**config.mk**
```make
export PLATFORM = sky130hd
export DESIGN_NAME = pipe_skid_reg
export DESIGN_NICKNAME = d
export VERILOG_FILES = /design/src/rtl/pipe_pkg.sv /design/src/rtl/pipe_entry.sv /design/src/rtl/pipe_skid_reg.sv
export SDC_FILE = /design/constraint.sdc
export NUM_CORES = 1
export LEC_CHECK = 0
export ABC_AREA = 0
export CORE_MARGIN = 2
export CORE_UTILIZATION = 45
export CTS_BUF_LIST = sky130_fd_sc_hd__clkbuf_4
export CTS_CLUSTER_SIZE = 20
export DETAILED_ROUTE_END_ITERATION = 6
export PLACE_DENSITY = 0.72
export SYNTH_ARGS = -nofsm -noshare
export SYNTH_HDL_FRONTEND = slang
export SYNTH_SLANG_ARGS = --single-unit
```
**constraint.sdc**
```tcl
create_clock -name clk -period 2.19 [get_ports clk]
set_input_delay 0.438 -clock clk [delete_from_list [all_inputs] [get_ports clk]]
set_output_delay 0.438 -clock clk [all_outputs]
set_load 0.05 [all_outputs]
```
**src/rtl/pipe_pkg.sv**
```systemverilog
// rtl/pipe_pkg.sv - shared state, control-bit and width constants for pipe_skid_reg
package pipe_pkg;

    typedef enum logic [1:0] {
        EMPTY = 2'd0,
        ONE   = 2'd1,
        FULL  = 2'd2
    } pipe_state_e;

    localparam int CTRL_REGWRITE = 0;
    localparam int CTRL_MEMREAD  = 1;
    localparam int CTRL_MEMWRITE = 2;
    localparam int CTRL_MEM2REG  = 3;

    localparam int DEF_CTRL_W   = 4;
    localparam int DEF_DATA_W   = 32;
    localparam int DEF_NUM_DATA = 2;
    localparam int DEF_ADDR_W   = 5;

    // SKID is only ever occupied while MAIN is, so the two valid bits fully encode the state
    function automatic pipe_state_e stateOf(input logic mainValid, input logic skidValid);
        if (skidValid)
            return FULL;
        else if (mainValid)
            return ONE;
        else
            return EMPTY;
    endfunction

endpackage

```
**src/rtl/pipe_entry.sv**
```systemverilog
// rtl/pipe_entry.sv - valid flag plus payload register used for the MAIN and SKID slots
module pipe_entry #(
    parameter int W = 8
) (
    input  logic         clk,
    input  logic         rst_n,
    input  logic         validNext,
    input  logic         loadEn,
    input  logic [W-1:0] payloadNext,
    output logic         valid,
    output logic [W-1:0] payload
);

    // valid follows validNext every cycle; payload only moves on load so it holds after a flush
    always_ff @(posedge clk or negedge rst_n) begin
        if (!rst_n) begin
            valid   <= 1'b0;
            payload <= '0;
        end else begin
            valid <= validNext;
            if (loadEn)
                payload <= payloadNext;
        end
    end

endmodule

```
**src/rtl/pipe_skid_reg.sv**
```systemverilog
// rtl/pipe_skid_reg.sv - elastic stage register with two-entry skid and flush; PIPE_SKID_STATS_EN adds stall_cnt
module pipe_skid_reg
    import pipe_pkg::*;
#(
    parameter int CTRL_W   = DEF_CTRL_W,
    parameter int DATA_W   = DEF_DATA_W,
    parameter int NUM_DATA = DEF_NUM_DATA,
    parameter int ADDR_W   = DEF_ADDR_W
) (
    input  logic                       clk,
    input  logic                       rst_n,
    input  logic                       in_valid,
    output logic                       in_ready,
    input  logic [CTRL_W-1:0]          in_ctrl,
    input  logic [NUM_DATA*DATA_W-1:0] in_data,
    input  logic [ADDR_W-1:0]          in_rd,
    input  logic                       flush,
    output logic                       out_valid,
    input  logic                       out_ready,
    output logic [CTRL_W-1:0]          out_ctrl,
    output logic [NUM_DATA*DATA_W-1:0] out_data,
    output logic [ADDR_W-1:0]          out_rd
`ifdef PIPE_SKID_STATS_EN
    ,
    output logic [31:0]                stall_cnt
`endif
);

    localparam int DW = NUM_DATA * DATA_W;
    localparam int PW = CTRL_W + DW + ADDR_W;

    logic          mainValid, skidValid;
    logic [PW-1:0] mainPayload, skidPayload, inPayload, mainPayloadNext;
    logic          mainValidNext, skidValidNext;
    logic          mainLoad, skidLoad, mainFromSkid;
    logic          acceptIn, retireOut;
    pipe_state_e   curState;

    assign curState  = stateOf(mainValid, skidValid);
    assign in_ready  = (curState != FULL);
    assign out_valid = mainValid;
    assign acceptIn  = in_valid && in_ready;
    assign retireOut = out_valid && out_ready;
    assign inPayload = {in_ctrl, in_data, in_rd};

    always_comb begin
        mainValidNext = mainValid;
        skidValidNext = skidValid;
        mainLoad      = 1'b0;
        skidLoad      = 1'b0;
        mainFromSkid  = 1'b0;
        if (flush) begin
            mainValidNext = 1'b0;
            skidValidNext = 1'b0;
        end else begin
            case (curState)
                EMPTY: begin
                    if (acceptIn) begin
                        mainLoad      = 1'b1;
                        mainValidNext = 1'b1;
                    end
                end
                ONE: begin
                    if (acceptIn && retireOut) begin
                        mainLoad = 1'b1;
                    end else if (acceptIn) begin
                        skidLoad      = 1'b1;
                        skidValidNext = 1'b1;
                    end else if (retireOut) begin
                        mainValidNext = 1'b0;
                    end
                end
                FULL: begin
                    if (retireOut) begin
                        mainLoad      = 1'b1;
                        mainFromSkid  = 1'b1;
                        skidValidNext = 1'b0;
                    end
                end
                default: begin
                    mainValidNext = 1'b0;
                    skidValidNext = 1'b0;
                end
            endcase
        end
    end

    assign mainPayloadNext = mainFromSkid ? skidPayload : inPayload;

    pipe_entry #(.W(PW)) u_main (
        .clk         (clk),
        .rst_n       (rst_n),
        .validNext   (mainValidNext),
        .loadEn      (mainLoad),
        .payloadNext (mainPayloadNext),
        .valid       (mainValid),
        .payload     (mainPayload)
    );

    pipe_entry #(.W(PW)) u_skid (
        .clk         (clk),
        .rst_n       (rst_n),
        .validNext   (skidValidNext),
        .loadEn      (skidLoad),
        .payloadNext (inPayload),
        .valid       (skidValid),
        .payload     (skidPayload)
    );

    // control is gated so a bubble can never assert RegWrite/MemRead/MemWrite downstream
    assign out_ctrl = mainValid ? mainPayload[PW-1 -: CTRL_W] : '0;
    assign out_data = mainPayload[ADDR_W +: DW];
    assign out_rd   = mainPayload[ADDR_W-1:0];

`ifdef PIPE_SKID_STATS_EN
    logic [31:0] stallCnt;

    always_ff @(posedge clk or negedge rst_n) begin
        if (!rst_n)
            stallCnt <= '0;
        else if (flush)
            stallCnt <= '0;
        else if (out_valid && !out_ready && (stallCnt != 32'hFFFF_FFFF))
            stallCnt <= stallCnt + 32'd1;
    end

    assign stall_cnt = stallCnt;
`endif

endmodule

```
== Word level (Yosys, flattened, before mapping) ==
Cells that the tools add are included.

* Bits in registers: 148
* Input port bits: 78
* Output and inout bits: 75
* Logic and storage cells: 44

* Equality and inequality tests: 11
* Mux-type cells: 23
* Reduce and logical (&&, ||, !) cells: 6

{| class="wikitable"
|+ Operators by type and width
! operator !! count
|-
| 73-bit two-way mux || 1
|-
| 3-bit != test, second input constant || 6
|-
| 1-bit two-way mux || 17
|-
| 1-bit one-hot mux with 3 select lines || 3
|-
| 2-bit != test, second input constant || 3
|-
| 5-bit AND reduction || 1
|-
| 4-bit two-way mux || 1
|-
| 4-bit AND reduction || 1
|-
| 1-bit logical AND || 3
|-
| 2-bit by 1-bit equality test with 1-bit output, second input constant || 1
|-
| 2-bit equality test, second input constant || 1
|-
| 2-bit zero test || 1
|-
| 2-bit two-way mux || 1
|}

== Longest topological paths before layout ==
Gate-level depths: netlist (run 1).

* Depth in word-level cells: 8
* Depth in mapped cells: 6
* Depth with buffers taken out: 3

== Modules after synthesis ==
From an unflattened synthesis (run 1), not the netlist that was laid out.

* Cell total of the unflattened synthesis: 409
* Area total of the unflattened synthesis: 7509.7 um2

{| class="wikitable"
|+ By module, submodules not included
! module !! times used !! cells an instance !! area each (um2) !! seq. area each (um2)
|-
| pipe_entry || 2 || 155 || 3088.0 || 1851.8
|-
| pipe_skid_reg || 1 || 99 || 1333.8 || 0.0
|}

== Least setup slack after synthesis (run 1) ==
No wires, ideal clock.

* Path type: flip-flop to flip-flop
* Start: register u_main.valid
* End: register u_main.payload[23]
* Library setup time: 0.125 ns
* Arrival time: 1.982 ns
* Data required time: 2.065 ns
* Path slack: 0.083 ns
* Stages on the path, launching flop included: 6
* Buffers on the path: 2
* Period minus slack after synthesis: 2.107 ns
* Cell sequence: dfrtp_1 -> buf_2 -> nand2_1 -> a211oi_4 -> buf_6 -> mux2_2

* Cells in the longest elaborated chain, start to end: 8
* Elaborated cells on any way between the ends: 17
* Those cells by class: eq/ne: 3; mux: 10; reduce/logical: 4

{| class="wikitable"
|+ Ends and longest elaborated chain
! what !! line !! RTL
|-
| from (decl) || pipe_entry.sv:10 || <nowiki>output logic valid,</nowiki>
|-
| from (signal assigned) || pipe_entry.sv:20 || <nowiki>valid <= validNext;</nowiki>
|-
| 1-bit two-way mux || pipe_pkg.sv:24 || <nowiki>else if (mainValid)</nowiki>
|-
| 2-bit two-way mux || pipe_pkg.sv:22 || <nowiki>if (skidValid)</nowiki>
|-
| 2-bit != test || pipe_skid_reg.sv:40 || <nowiki>assign in_ready = (curState != FULL);</nowiki>
|-
| 1-bit logical AND || pipe_skid_reg.sv:42 || <nowiki>assign acceptIn = in_valid && in_ready;</nowiki>
|-
| 1-bit logical AND || pipe_skid_reg.sv:64 || <nowiki>if (acceptIn && retireOut) begin</nowiki>
|-
| 1-bit two-way mux || pipe_skid_reg.sv:64 ||
|-
| 1-bit one-hot mux with 3 select lines || pipe_skid_reg.sv:56 || <nowiki>case (curState)</nowiki>
|-
| 1-bit two-way mux || pipe_skid_reg.sv:52 || <nowiki>if (flush) begin</nowiki>
|-
| to (signal assigned) || pipe_entry.sv:22 || <nowiki>payload <= payloadNext;</nowiki>
|-
| to (decl) || pipe_entry.sv:11 || <nowiki>output logic [W-1:0] payload</nowiki>
|}

Parallel ways exist; a longest one is shown, timed or not.
A chain may end at the register's enable or synchronous reset.

== Final worst setup path (run 1) ==
* Start: register u_skid.valid
* End: output in_ready

* Cells in the longest elaborated chain, start to end: 2

{| class="wikitable"
|+ Ends and longest elaborated chain
! what !! line !! RTL
|-
| from (decl) || pipe_entry.sv:10 ||
|-
| from (signal assigned) || pipe_entry.sv:20 ||
|-
| 2-bit two-way mux || pipe_pkg.sv:22 ||
|-
| 2-bit != test || pipe_skid_reg.sv:40 ||
|-
| to (decl) || pipe_skid_reg.sv:13 || <nowiki>output logic in_ready,</nowiki>
|}

No other way between the ends.

==> results of run 1 <==
==> timing repair <==
action                     4_1_cts  5_1_grt
cloned                           0        0
resized for setup               60       10
pin swaps                        0        0
buffers inserted                 0        0
hold buffers                     1        0
hold endpoints to repair        50        0
setup endpoints to repair       60       10
==> power by group through the flow <==
stage,logic (mW),registers (mW),clock network [mW]
floorplan,2.39,3.71,0
global placement,2.85,3.80,0
detailed placement,2.91,3.85,0
CTS,2.74,3.78,1.88
global route,2.84,3.86,2.00
finish,2.70,3.77,1.82
==> worst max-delay path, cell delays in order (launching register included) <==
cell and delay (ps):
dfrtp_1 470, inv_1 100, dlygate4sd2_1 530
==> per-stage QoR <==
step | power, mW | instance area (um^2) | TNS [ps] | util | instances
floorplan | 6.10 | 6960 | 0 | - | 477
global placement | 6.65 | 8370 | 0 | 0.552 | 747
detailed placement | 6.76 | 8370 | -93.2 | 0.552 | 747
CTS | 8.39 | 8600 | 0 | 0.568 | 780
global route | 8.70 | 8630 | 0 | 0.570 | 781
finish | 8.28 | 8630 | 0 | 0.570 | 781
==> flip-flops by register name (all words and copies together), names as in the netlist <==
| name | cells |
|---|---|
| u_main.payload | 73 |
| u_skid.payload | 73 |
| u_skid.valid | 1 |
| u_main.valid | 1 |
==> routing by layer <==
metal,wire (um),part of all wire
met5,0,0
met4,142,0.011
met3,562,0.042
met2,6910,0.52
met1,5650,0.43
==> final cells by class <==
class / count / area, um^2
Tap cell: 188 / 235
Antenna cell: 1 / 2.50
Clock inverter: 14 / 166
Clock buffer: 18 / 135
Fill cell: 1253 / 6520
Sequential cell: 148 / 3700
Inverter: 2 / 7.51
Timing Repair Buffer: 175 / 1800
Multi-Input combinational cell: 235 / 2580
==> logic make-up (layout without fill, tap and decap cells) <==
logic type	count (synthesis)	after routing	synth area share
other	0	1	0
and+or+nand+nor	11	11	0.00881
buffers and inverters	94	209	0.0984
muxes	219	219	0.354
AOI/OAI and AO/OA	5	5	0.00611
DFF	148	148	0.532
==> cell usage after synthesis <==
cell      instances  area [um^2]
mux2_1            4         45.0
a211oi_1          1         7.51
o21ai_0           1         5.00
nor3_1            1         5.00
inv_1             2         7.51
or2_1             1         6.26
nor2_1            1         3.75
and2_1            4         25.0
buf_2            16         80.1
nand2_1           2         7.51
buf_6             7         78.8
buf_4            69          518
a21oi_1           2         10.0
mux2_2          215         2420
nand4b_1          1         8.76
a211oi_4          1         20.0
dfrtp_1         148         3700
nand3_1           1         5.00
==> worst paths after layout <==
| path | startpoint | to | slack [ps] |
|---|---|---|---|
| min in group clk | u_main.payload[24] | u_main.payload[24] | 490 |
| max in group asynchronous | rst_n | u_main.payload[46] | 1100 |
| max | u_skid.valid | in_ready | 120 |
| max reg2reg | u_main.valid | u_main.payload[5] | 300 |
| min reg2reg | u_main.payload[24] | u_main.payload[24] | 490 |
| min | rst_n | u_main.payload[13] | 390 |
==> flow_summary.toml, run 1 <==
[power_and_ir_drop]
swShare = 0.349
internal-power_mw = 5.39
ir_drop_uv = 682
p_leak_nw = 3.86
power_density_mw_per_mm2 = 960
power.net_switching_mw = 2.89
comb_power_share = 0.326
seqPwrFrac = 0.455
clock_power_share = 0.219

[global_route]
antenna_found_initial = 1
grt_start_max_net_pins = 55
grt_use_total = 0.168
grt_use_met1 = 0.198
grt-ovfl-total = 0
grtUsageMet3 = 0.0511
gr-usage-met2 = 0.294
first_global_vias = 4293
grt_pass1_wl_um = 21300
top_usage_layer = "met2"

[routing]
antenna_left = 0
drc = 0
firstDrtPassIters = 4
wl_per_cell_um = 17.0
vias_per_cell = 4.99
wl_um = 13300
vias = 3897
initialDrtViolationCount = 154

[worst_setup_path]
cp.arrival_ps = 1630
critPathLaunchType = "register"
path_max_fanout = 7
r2r_cells = 4
cp-end-kind = "primary output"
required_ps = 1750
crit_type = "register to primary output"

[cts]
cts_tree = "yes"
ctsLongestPathBuffers = 2
clkLatencyLatePin_ps = 540
clkSinkCount = 148
numCtsBuffers = 17
h-tree-depth = 4
path_clk_slew_ps = 120
cts_root_buf = "clkbuf_4"

[timing]
max_clock_freq_mhz = 484
rsz0062_at_grt = "false"
finalSetupViolations = 0
fin_crit_sh = 0.943
post-route-min-period_ps = 2070
whs_ps = 391
hold_viol_final = 0
maxSlewHeadroom = 0.644
slew_viol_final = 0
setup_slack_ps = 124
worst-slew-pin-transition_ps = 535
clock_skew_ps = 7.79

[placement]
gp_congestion = 0.809
port_buffers = 152
place_ws_ps = -9.82
dp_hpwl_um = 9110

[floorplan]
die_area_mm2 = 0.0165
dieWidth_um = 128
ios = 153
initial_core_util = 0.459
rows = 45
fp.dieH_um = 128
core-area_mm2 = 0.0151

[finish]
fin_nets = 657
final_cell_mix = "mux2_2 (215), dfrtp_1 (148), clkdlybuf4s50_1 (76), dlygate4sd2_1 (60), clkbuf_4 (18)"
syn_to_final_growth_pct = 24.0
drive_gt1_frac = 0.454
final_common_cell = "mux2_2"

[synthesis]
netlist_area_mm2 = 0.00696
yosysSeqAreaShare = 0.532
yosysUniqueCellTypes = 18
ys_ff_latch = 148
synth_cells = 477
synth_nets = 555
ys.warnings.count = 0
avgSynthCellArea_um2 = 14.6

[run]
maxCapViolations = 0

[worst_hold_path]
hold_class = "input pin to async pin"

[status]
outcome = "finished clean"
Power figures use the tool's default switching activity.
==> run 2, diff against run 1 <==
Settings changed: SETUP_SLACK_MARGIN set to 0.2.
==> flow_summary.toml, run 2 (synthesized netlist as in run 1, its figures left out) <==
[placement]
place_ws_ps = -63.9
dp.cells = 738
port_buffers = 152
gp_congestion = 0.730
dp_hpwl_um = 8900

[power_and_ir_drop]
ir_drop_uv = 458
p_leak_nw = 3.70
power_density_mw_per_mm2 = 992

[finish]
drive_gt1_frac = 0.471
fin_cells = 773
syn_to_final_growth_pct = 22.2
top_regs = "u_main.payload x73, u_skid.payload x73"
final_cell_mix = "mux2_2 (215), dfrtp_1 (147), clkdlybuf4s50_1 (76), clkdlybuf4s15_1 (32), dlygate4sd2_1 (31)"
fin_nets = 649
n_fill_cell = 1256
final_common_cell = "mux2_2"

[floorplan]
dieWidth_um = 128
ios = 153
die_area_mm2 = 0.0165
fp.dieH_um = 128
rows = 45
core-area_mm2 = 0.0151
initial_core_util = 0.459

[timing]
clock_skew_ps = 22.1
worst-slew-pin-transition_ps = 559
maxSlewHeadroom = 0.628
max_clock_freq_mhz = 518
hold_viol_final = 0
post-route-min-period_ps = 1930
fin_crit_sh = 0.882
rsz0062_at_grt = "false"
finalSetupViolations = 0
setup_slack_ps = 258
whs_ps = 432
setup_tns_ps = 0
slew_viol_final = 0

[cts]
path_clk_slew_ps = 130
numCtsBuffers = 17
ctsLongestPathBuffers = 2
clkLatencyLatePin_ps = 540
clkSinkCount = 148
cts_tree = "yes"
cts_root_buf = "clkbuf_4"
h-tree-depth = 4

[routing]
antenna_left = 0
wl_um = 13200
initialDrtViolationCount = 117
wl_per_cell_um = 17.1
firstDrtPassIters = 4
vias = 3934
vias_per_cell = 5.09
drc = 0

[worst_setup_path]
path_max_fanout = 51
cp.arrival_ps = 2350
cp-end-kind = "register"
required_ps = 2610
crit_type = "register to register"
critPathLaunchType = "register"

[global_route]
grt_use_total = 0.173
grt_start_max_net_pins = 59
grt_pass1_wl_um = 21900
grt-ovfl-total = 0
antenna_found_initial = 1
first_global_vias = 4400

[run]
maxCapViolations = 0

[status]
outcome = "finished clean"

[worst_hold_path]
hold_class = "input pin to async pin"
## run 2: cell types whose count changed in the layout (fill, tap and decap cells not counted), sizes merged
cell           delta
buf               -8
bufinv            +1
clkbuf           +10
clkdlybuf4s15    +32
clkinv            -4
dlygate4sd2      -29
dlymetal6s2s     -10
## run 2: report_power, final
group	leakage [nW]	switching, mW	internal (mW)
registers	1.78	0.358	3.42
logic	1.74	1.62	1.06
clock network	0.183	0.918	1.06
## run 2: critical path: stages (launching register included)
cell,delay (ps)
dfrtp_2,500
or2_1,290
a211oi_4,270
buf_12,300
mux2_2,380
## run 2: final timing paths
kind | start | endpoint | slack, ps | cells after the start
setup / recovery | u_main.valid | u_main.payload[29] | 260 | 4
hold / removal | rst_n | u_main.payload[11] | 430 | 2
setup reg to reg | u_main.valid | u_main.payload[29] | 260 | 4
hold reg to reg | u_main.payload[24] | u_main.payload[24] | 500 | 1
max in group asynchronous | rst_n | u_skid.payload[60] | 1060 | 3
min in group clk | u_main.payload[24] | u_main.payload[24] | 500 | 1
## run 2: stage by stage
step	area (um^2)	util	power (mW)
3_3_place_gp	8210	0.542	6.63
2_1_floorplan	6960	-	6.10
5_1_grt	8500	0.561	8.88
6_report	8500	0.561	8.44
4_1_cts	8480	0.560	8.52
3_5_place_dp	8210	0.542	6.74
## run 2: what timing repair did
action | in CTS | in global routing
endpoints found under the hold margin | 54 | 0
resized for setup | 70 | 46
buffers inserted | 0 | 1
hold buffers | 1 | 0
setup endpoints to repair | 70 | 103
## run 2: final cells by class
type / instances / area [um^2] / share of cell area
Sequential cell: 148 / 3700 / 0.436
Multi-Input combinational cell: 235 / 2580 / 0.304
Timing Repair Buffer: 167 / 1630 / 0.191
Tap cell: 188 / 235 / 0.0277
Clock inverter: 11 / 184 / 0.0216
Clock buffer: 21 / 158 / 0.0185
Inverter: 2 / 7.51 / 0.000883
Antenna cell: 1 / 2.50 / 0.000294
## run 2: metal layers
| layer | global-route usage | part of all wire |
|---|---|---|
| met1 | 0.219 | 0.45 |
| met2 | 0.284 | 0.49 |
| met3 | 0.0478 | 0.047 |
| met4 | 0.0685 | 0.015 |
| met5 | 0 | 0 |
